<file path="src/rtl/otter_pkg.sv">
// Shared types for the Otter RV32M multiply/divide unit.
package otter_pkg;

  // funct3 encodings of the RV32M instructions
  typedef enum logic [2:0] {
    MUL    = 3'b000,
    MULH   = 3'b001,
    MULHSU = 3'b010,
    MULHU  = 3'b011,
    DIV    = 3'b100,
    DIVU   = 3'b101,
    REM    = 3'b110,
    REMU   = 3'b111
  } muldiv_op_t;

  typedef enum logic [1:0] {
    IDLE = 2'd0,
    CALC = 2'd1,
    FIX  = 2'd2,
    DONE = 2'd3
  } md_state_t;

  // funct3[2] separates the divide family from the multiply family
  function automatic logic op_is_div(input muldiv_op_t o);
    return o[2];
  endfunction

endpackage

</file>
<file path="src/rtl/muldiv_unit.sv">
// Multi-cycle RV32M multiply/divide unit. Works on unsigned magnitudes one bit
// per clock (shift-add multiply, restoring divide) and fixes signs at the end.
// Fixed latency: 32 iterations plus one sign-fix cycle plus the done cycle.
module muldiv_unit
  import otter_pkg::*;
#(
  parameter int XLEN = 32
) (
  input  logic            clk,
  input  logic            rst_n,
  input  logic            start,
  input  logic [2:0]      op,
  input  logic [XLEN-1:0] srcA,
  input  logic [XLEN-1:0] srcB,
  output logic            busy,
  output logic            done,
  output logic [XLEN-1:0] result
);

  localparam int CW = $clog2(XLEN);

  md_state_t         state_q, state_d;
  muldiv_op_t        op_q, op_d;
  logic [CW-1:0]     cnt_q, cnt_d;
  // mul: {partial product high, multiplier/product low}; div: low word is dividend/quotient
  logic [2*XLEN-1:0] acc_q, acc_d;
  logic [XLEN:0]     rem_q, rem_d;
  // multiplicand for mul, divisor for div (unsigned magnitude; 2^31 fits)
  logic [XLEN-1:0]   opnd_q, opnd_d;
  logic              sign_a_q, sign_a_d;
  logic              sign_b_q, sign_b_d;
  logic              div0_q, div0_d;
  logic [XLEN-1:0]   result_q, result_d;

  muldiv_op_t        in_op;
  logic              a_neg, b_neg;
  logic [XLEN-1:0]   a_mag, b_mag;
  logic [XLEN:0]     mul_sum;
  logic [XLEN:0]     div_shift;
  logic [XLEN+1:0]   div_diff;
  logic [2*XLEN-1:0] prod_fix;
  logic [XLEN-1:0]   q_fix, r_fix;

  // Next-state, operand capture, per-bit iteration and final sign correction
  always_comb begin
    state_d  = state_q;
    op_d     = op_q;
    cnt_d    = cnt_q;
    acc_d    = acc_q;
    rem_d    = rem_q;
    opnd_d   = opnd_q;
    sign_a_d = sign_a_q;
    sign_b_d = sign_b_q;
    div0_d   = div0_q;
    result_d = result_q;

    in_op = muldiv_op_t'(op);
    a_neg = srcA[XLEN-1] & ((in_op == MULH) || (in_op == MULHSU) ||
                            (in_op == DIV)  || (in_op == REM));
    b_neg = srcB[XLEN-1] & ((in_op == MULH) || (in_op == DIV) || (in_op == REM));
    a_mag = a_neg ? -srcA : srcA;
    b_mag = b_neg ? -srcB : srcB;

    // one shift-add step: add multiplicand when the current multiplier bit is set
    mul_sum   = {1'b0, acc_q[2*XLEN-1:XLEN]} + (acc_q[0] ? {1'b0, opnd_q} : '0);
    // one restoring step: bring in the next dividend bit and try to subtract
    div_shift = {rem_q[XLEN-1:0], acc_q[XLEN-1]};
    div_diff  = {1'b0, div_shift} - {2'b00, opnd_q};

    prod_fix = (sign_a_q ^ sign_b_q) ? -acc_q : acc_q;
    q_fix    = (sign_a_q ^ sign_b_q) ? -acc_q[XLEN-1:0] : acc_q[XLEN-1:0];
    r_fix    = sign_a_q ? -rem_q[XLEN-1:0] : rem_q[XLEN-1:0];

    case (state_q)
      IDLE: begin
        if (start) begin
          op_d     = in_op;
          sign_a_d = a_neg;
          sign_b_d = b_neg;
          div0_d   = (srcB == '0);
          cnt_d    = '0;
          rem_d    = '0;
          if (op_is_div(in_op)) begin
            acc_d  = {{XLEN{1'b0}}, a_mag};
            opnd_d = b_mag;
          end else begin
            acc_d  = {{XLEN{1'b0}}, b_mag};
            opnd_d = a_mag;
          end
          state_d = CALC;
        end
      end
      CALC: begin
        if (op_is_div(op_q)) begin
          rem_d             = div_diff[XLEN+1] ? div_shift : div_diff[XLEN:0];
          acc_d[XLEN-1:0]   = {acc_q[XLEN-2:0], ~div_diff[XLEN+1]};
        end else begin
          acc_d = {mul_sum, acc_q[XLEN-1:1]};
        end
        cnt_d = cnt_q + CW'(1);
        if (cnt_q == CW'(XLEN - 1)) begin
          state_d = FIX;
        end
      end
      FIX: begin
        case (op_q)
          MUL:                 result_d = prod_fix[XLEN-1:0];
          MULH, MULHSU, MULHU: result_d = prod_fix[2*XLEN-1:XLEN];
          // zero divisor yields all ones regardless of dividend sign
          DIV, DIVU:           result_d = div0_q ? '1 : q_fix;
          REM, REMU:           result_d = r_fix;
          default:             result_d = result_q;
        endcase
        state_d = DONE;
      end
      DONE:    state_d = IDLE;
      default: state_d = IDLE;
    endcase
  end

  // State and datapath registers; reset aborts any operation in flight
  always_ff @(posedge clk or negedge rst_n) begin
    if (!rst_n) begin
      state_q  <= IDLE;
      op_q     <= MUL;
      cnt_q    <= '0;
      acc_q    <= '0;
      rem_q    <= '0;
      opnd_q   <= '0;
      sign_a_q <= 1'b0;
      sign_b_q <= 1'b0;
      div0_q   <= 1'b0;
      result_q <= '0;
    end else begin
      state_q  <= state_d;
      op_q     <= op_d;
      cnt_q    <= cnt_d;
      acc_q    <= acc_d;
      rem_q    <= rem_d;
      opnd_q   <= opnd_d;
      sign_a_q <= sign_a_d;
      sign_b_q <= sign_b_d;
      div0_q   <= div0_d;
      result_q <= result_d;
    end
  end

  assign busy   = (state_q == CALC) || (state_q == FIX);
  assign done   = (state_q == DONE);
  assign result = result_q;

endmodule
</file>
<file path="config.mk">
export PLATFORM = sky130hd
export DESIGN_NAME = muldiv_unit
export DESIGN_NICKNAME = d
export VERILOG_FILES = /design/src/rtl/otter_pkg.sv /design/src/rtl/muldiv_unit.sv
export SDC_FILE = /design/constraint.sdc
export NUM_CORES = 1
export LEC_CHECK = 0
export BUFFER_PORTS_ARGS = -buffer_cell sky130_fd_sc_hd__buf_2
export CAP_MARGIN = 20
export CELL_PAD_IN_SITES_DETAIL_PLACEMENT = 1
export CELL_PAD_IN_SITES_GLOBAL_PLACEMENT = 2
export CORE_ASPECT_RATIO = 0.5
export CORE_MARGIN = 10
export CORE_UTILIZATION = 37
export DETAILED_ROUTE_END_ITERATION = 8
export PLACE_DENSITY_LB_ADDON = 0.1
export SLEW_MARGIN = 25
export SYNTH_ARGS = -nofsm -noshare
export SYNTH_HDL_FRONTEND = slang
export SYNTH_SLANG_ARGS = --single-unit
export TNS_END_PERCENT = 30
</file>
<file path="constraint.sdc">
create_clock -name clk -period 4.25 [get_ports clk]
set_input_delay 0.2125 -clock clk [delete_from_list [all_inputs] [get_ports clk]]
set_output_delay 0.2125 -clock clk [all_outputs]
set_load 0.01 [all_outputs]
</file>
==> summary.md <==
| Metric | Value |
|---|---|
| Worst-Margin Slew | `1050 ps` |
| Leakage | `7.70 nW` |
| Crit path capture type | `flop` |
| Largest net degree at the start of global routing | `80` |
| Hold EP | `op_q[1]` |
| Final ANT Viol Nets | `0` |
| Largest delay contributor family on the critical path | `compound AO/OA/AOI/OAI gates` |
| Final #Nets | `2199` |
| Final period util | `91.6%` |
| Number of antenna violations at the first check in global routing | `2` |
| Setup TNS | `0 ps` |
| # setup viols final | `0` |
| Layout cells sized above 1 | `12.1%` |
| Die footprint | `51400 µm²` |
| Avg Synthesized Cell Area | `7.88 µm²` |
| First-pass GRT wire length | `100 mm` |
| HP Class | `input pin to flop` |
| R2r setup slk | `360 ps` |
| Worst slew margin | `29.8%` |
| Critical-path top delay cell | `a2bb2oi_4` |
| Max-cap violations | `0` |
| Post_cts resized | `0` |
| Vias | `15700` |
| Ys Warns | `0` |
| Syn Nets | `2134` |
| Worst skew pair latency | `480 ps` |
| Core area | `41900 µm²` |
| Final Hold Viols | `0` |
| Post-layout min period | `3890 ps` |
| Die width | `311 µm` |
| PwrDens | `788 nW/µm²` |
| Hold path depth | `2` |
| Reg2Reg Depth | `9` |
| CP most frequent cell | `nand2_1` |
| Gr usage total | `25.5%` |
| Num CTS Buffers | `17` |
| Status | `complete, no violations` |
| Buffers & Inverters on Critical Path | `0` |
| Placer Congestion | `0.942` |
| Hold path start | `op[1]` |
| Peak VDD IR | `0.288 mV` |
| Top_reg_cell synth | `dfrtp_1` |
| Detailed Route Iter0 Violations | `1294` |
| Fmax | `257 MHz` |
| Hold WS | `89.5 ps` |
| Post-synth ARST share | `100%` |
| Yosys reg bits | `173` |
| Setup CP Type | `flop to flop` |
| Dpl hpwl | `53.3 mm` |
| RSZ-0062 raised after global routing | `no` |
| DRC | `0` |
| Clock Path Buffers | `2` |
| CTS H-tree depth | `4` |
| Mapped Cells | `1987` |
| Reg clk slew, reported paths | `80 ps` |
| Initial Util | `37.3%` |
| CP cell instances | `ha_1 > nand2_1 > nor4_1 > o211ai_1 > a211oi_1 > o31a_1 > a2bb2oi_4 > nand2_1 > o31ai_1` |
| Seq/Total Area, Yosys | `27.7%` |
| CP startpoint kind | `flop` |
| Pre-antenna DRT Iters | `5` |
| Unique masters post-synth | `80` |
| # rows | `53` |
| Critical Path Max Stage Delay | `590 ps` |
| Synth Cell Area | `15700 µm²` |
| Critical Path RT | `4620 ps` |
| Post-synth EDFFs | `0` |
| Clk root buf | `clkbuf_16` |
| R2R Path End | `rem_q[28]` |
| Wirelength per Cell | `25.4 µm` |
| Reg2reg start | `rem_q[11]` |
| Critical path peak fanout | `19` |
| TritonCTS clock tree | `yes` |
| I/O pin count | `104` |
| Crit path from | `rem_q[11]` |
| CTS Sinks | `173` |
| Congestion Overflow GR | `0` |
| Vias in the first global route | `15300` |
| WP data arrival | `4270 ps` |
| Synth-to-Final Area Change | `11.9%` |
| Max Slew Vio Count | `0` |
| Number of vias per cell | `5.95` |
| Die Y | `165 µm` |
| IO Port Bufs | `103` |
| Setup Skew | `19.2 ps` |
| Routed Wire Length | `67.2 mm` |
==> synth_stat cells, drive strengths merged, types with 6 or more instances <==
library cell,instances,area (µm²)
and2,7,43.8
buf,13,53.8
or3,16,100
a22o,9,78.8
mux2,38,432
a211o,9,78.8
nand3b,6,45.0
nor2b,16,100
nor4,22,138
a21oi,172,861
nand2b,19,119
o211ai,16,120
or2,10,62.6
a31oi,17,106
ha,75,938
a22oi,11,82.6
xnor2,94,823
o31a,8,70.1
nand2,200,751
xor2,99,867
o21ai,170,855
o22ai,20,125
a211oi,18,135
inv,78,293
mux2i,49,490
o21a,17,128
a21boi,9,67.6
clkbuf,92,345
and3,12,75.1
nand3,36,180
o221ai,25,219
o31ai,34,255
a221oi,13,120
nor2,205,777
a21o,26,195
nor3,42,210
dfrtp,173,4330
or4,20,158
o41ai,13,121
nand4,10,62.6
==> placed cells by master, fill, tap and decap left out, types with 10 or more instances in the layout <==
cell type	synthesis	final
nor2_1	204	204
nand2_1	200	199
a21oi_1	172	172
dfrtp_1	173	172
o21ai_0	166	166
buf_2	4	102
xor2_1	99	98
xnor2_1	94	93
inv_1	78	78
ha_1	75	74
mux2i_1	49	49
buf_4	0	47
nor3_1	42	42
mux2_2	37	37
nand3_1	36	36
o31ai_1	34	34
o221ai_1	25	25
a21o_1	26	25
nor4_1	22	22
o22ai_1	20	20
nand2b_1	19	19
or4_1	18	18
a211oi_1	18	18
o21a_1	17	17
a31oi_1	17	17
clkbuf_16	0	17
nor2b_1	16	16
or3_1	16	16
o211ai_1	16	16
and3_1	12	12
o41ai_1	12	12
a221oi_1	12	12
a22oi_1	11	11
nand4_1	10	10
or2_2	10	10
==> cell type report <==
type                       instances  area, µm²
fill                            5155      24400
multi-input combinational       1629      10700
sequential                       173       4330
timing repair buffer             151        885
tap                              577        722
clock buffer                      18        439
inverter                          80        300
clock inverter                    14        183
antenna                            1       2.50
==> worst max path at each step <==
stage | to | slack, ps | cells after the start
after floorplan | result[31] | 1190 | 9
final | rem_q[28] | 360 | 9
after global routing | rem_q[28] | 120 | 9
after detailed placement | rem_q[28] | 460 | 9
after global placement | rem_q[28] | 530 | 9
after CTS | rem_q[28] | 420 | 9
==> worst reg2reg max path: cells and delay by family, from the launching register on <==
kind | cells | cell delay (ps)
fa+ha+maj | 1 | 420
flops | 1 | 480
simple gates | 3 | 1010
compound gates | 5 | 1910
==> metal layers <==
metal / GRT usage, % / wire length (µm) / vias to the layer above
li1: - / - / 7352
met1: 38.0 / 33800 / 7867
met2: 36.5 / 27200 / 485
met3: 7.13 / 5600 / 31
met4: 3.81 / 560 / 0
met5: 0 / 0 / -
==> kinds of logic (layout without fill, tap and decap cells) <==
group	count (synthesis)	in the layout	synth area share [%]
AOI/OAI and AO/OA	636	636	26.1
and+or+nand+nor	636	636	18.9
xor gates and xnor gates	193	193	10.8
buffers and inverters	185	263	4.47
DFF	173	173	27.7
muxes	87	87	5.89
adders and majority gates	77	77	6.25
other	0	1	0
==> stage by stage <==
step | cells | worst slack [ps] | instance area, µm² | utilization [%] | power, W
after global routing | 2642 | 124 | 17500 | 41.8 | 0.0147
after CTS | 2642 | 420 | 17500 | 41.8 | 0.0136
final | 2643 | 356 | 17500 | 41.8 | 0.0138
after detailed placement | 2609 | 464 | 16900 | 40.3 | 0.0118
after floorplan | 1987 | 1190 | 15700 | - | 0.00847
after global placement | 2609 | 534 | 16900 | 40.3 | 0.0118
==> state kept, by name (all words and copies together) (netlist names) <==
register and cells:
result 32, sign_b_q 1, op_q 3, div0_q 1
acc_q 64, opnd_q 32, rem_q 32, state_q 2
sign_a_q 1, cnt_q 5
==> power breakdown <==
part	switching, W	total, W	internal, W
Combinational	0.00594	0.00897	0.00303
Clock	0.000907	0.00173	0.000824
Sequential	0.000847	0.00310	0.00225
==> timing repair <==
| action | 4_1_cts | 5_1_grt |
|---|---|---|
| hold buffers | 1 | 0 |
| endpoints found under the setup margin | 0 | 0 |
| buffers inserted | 0 | 0 |
| endpoints found under the hold margin | 76 | 0 |
(Power assumes the default switching activity.)
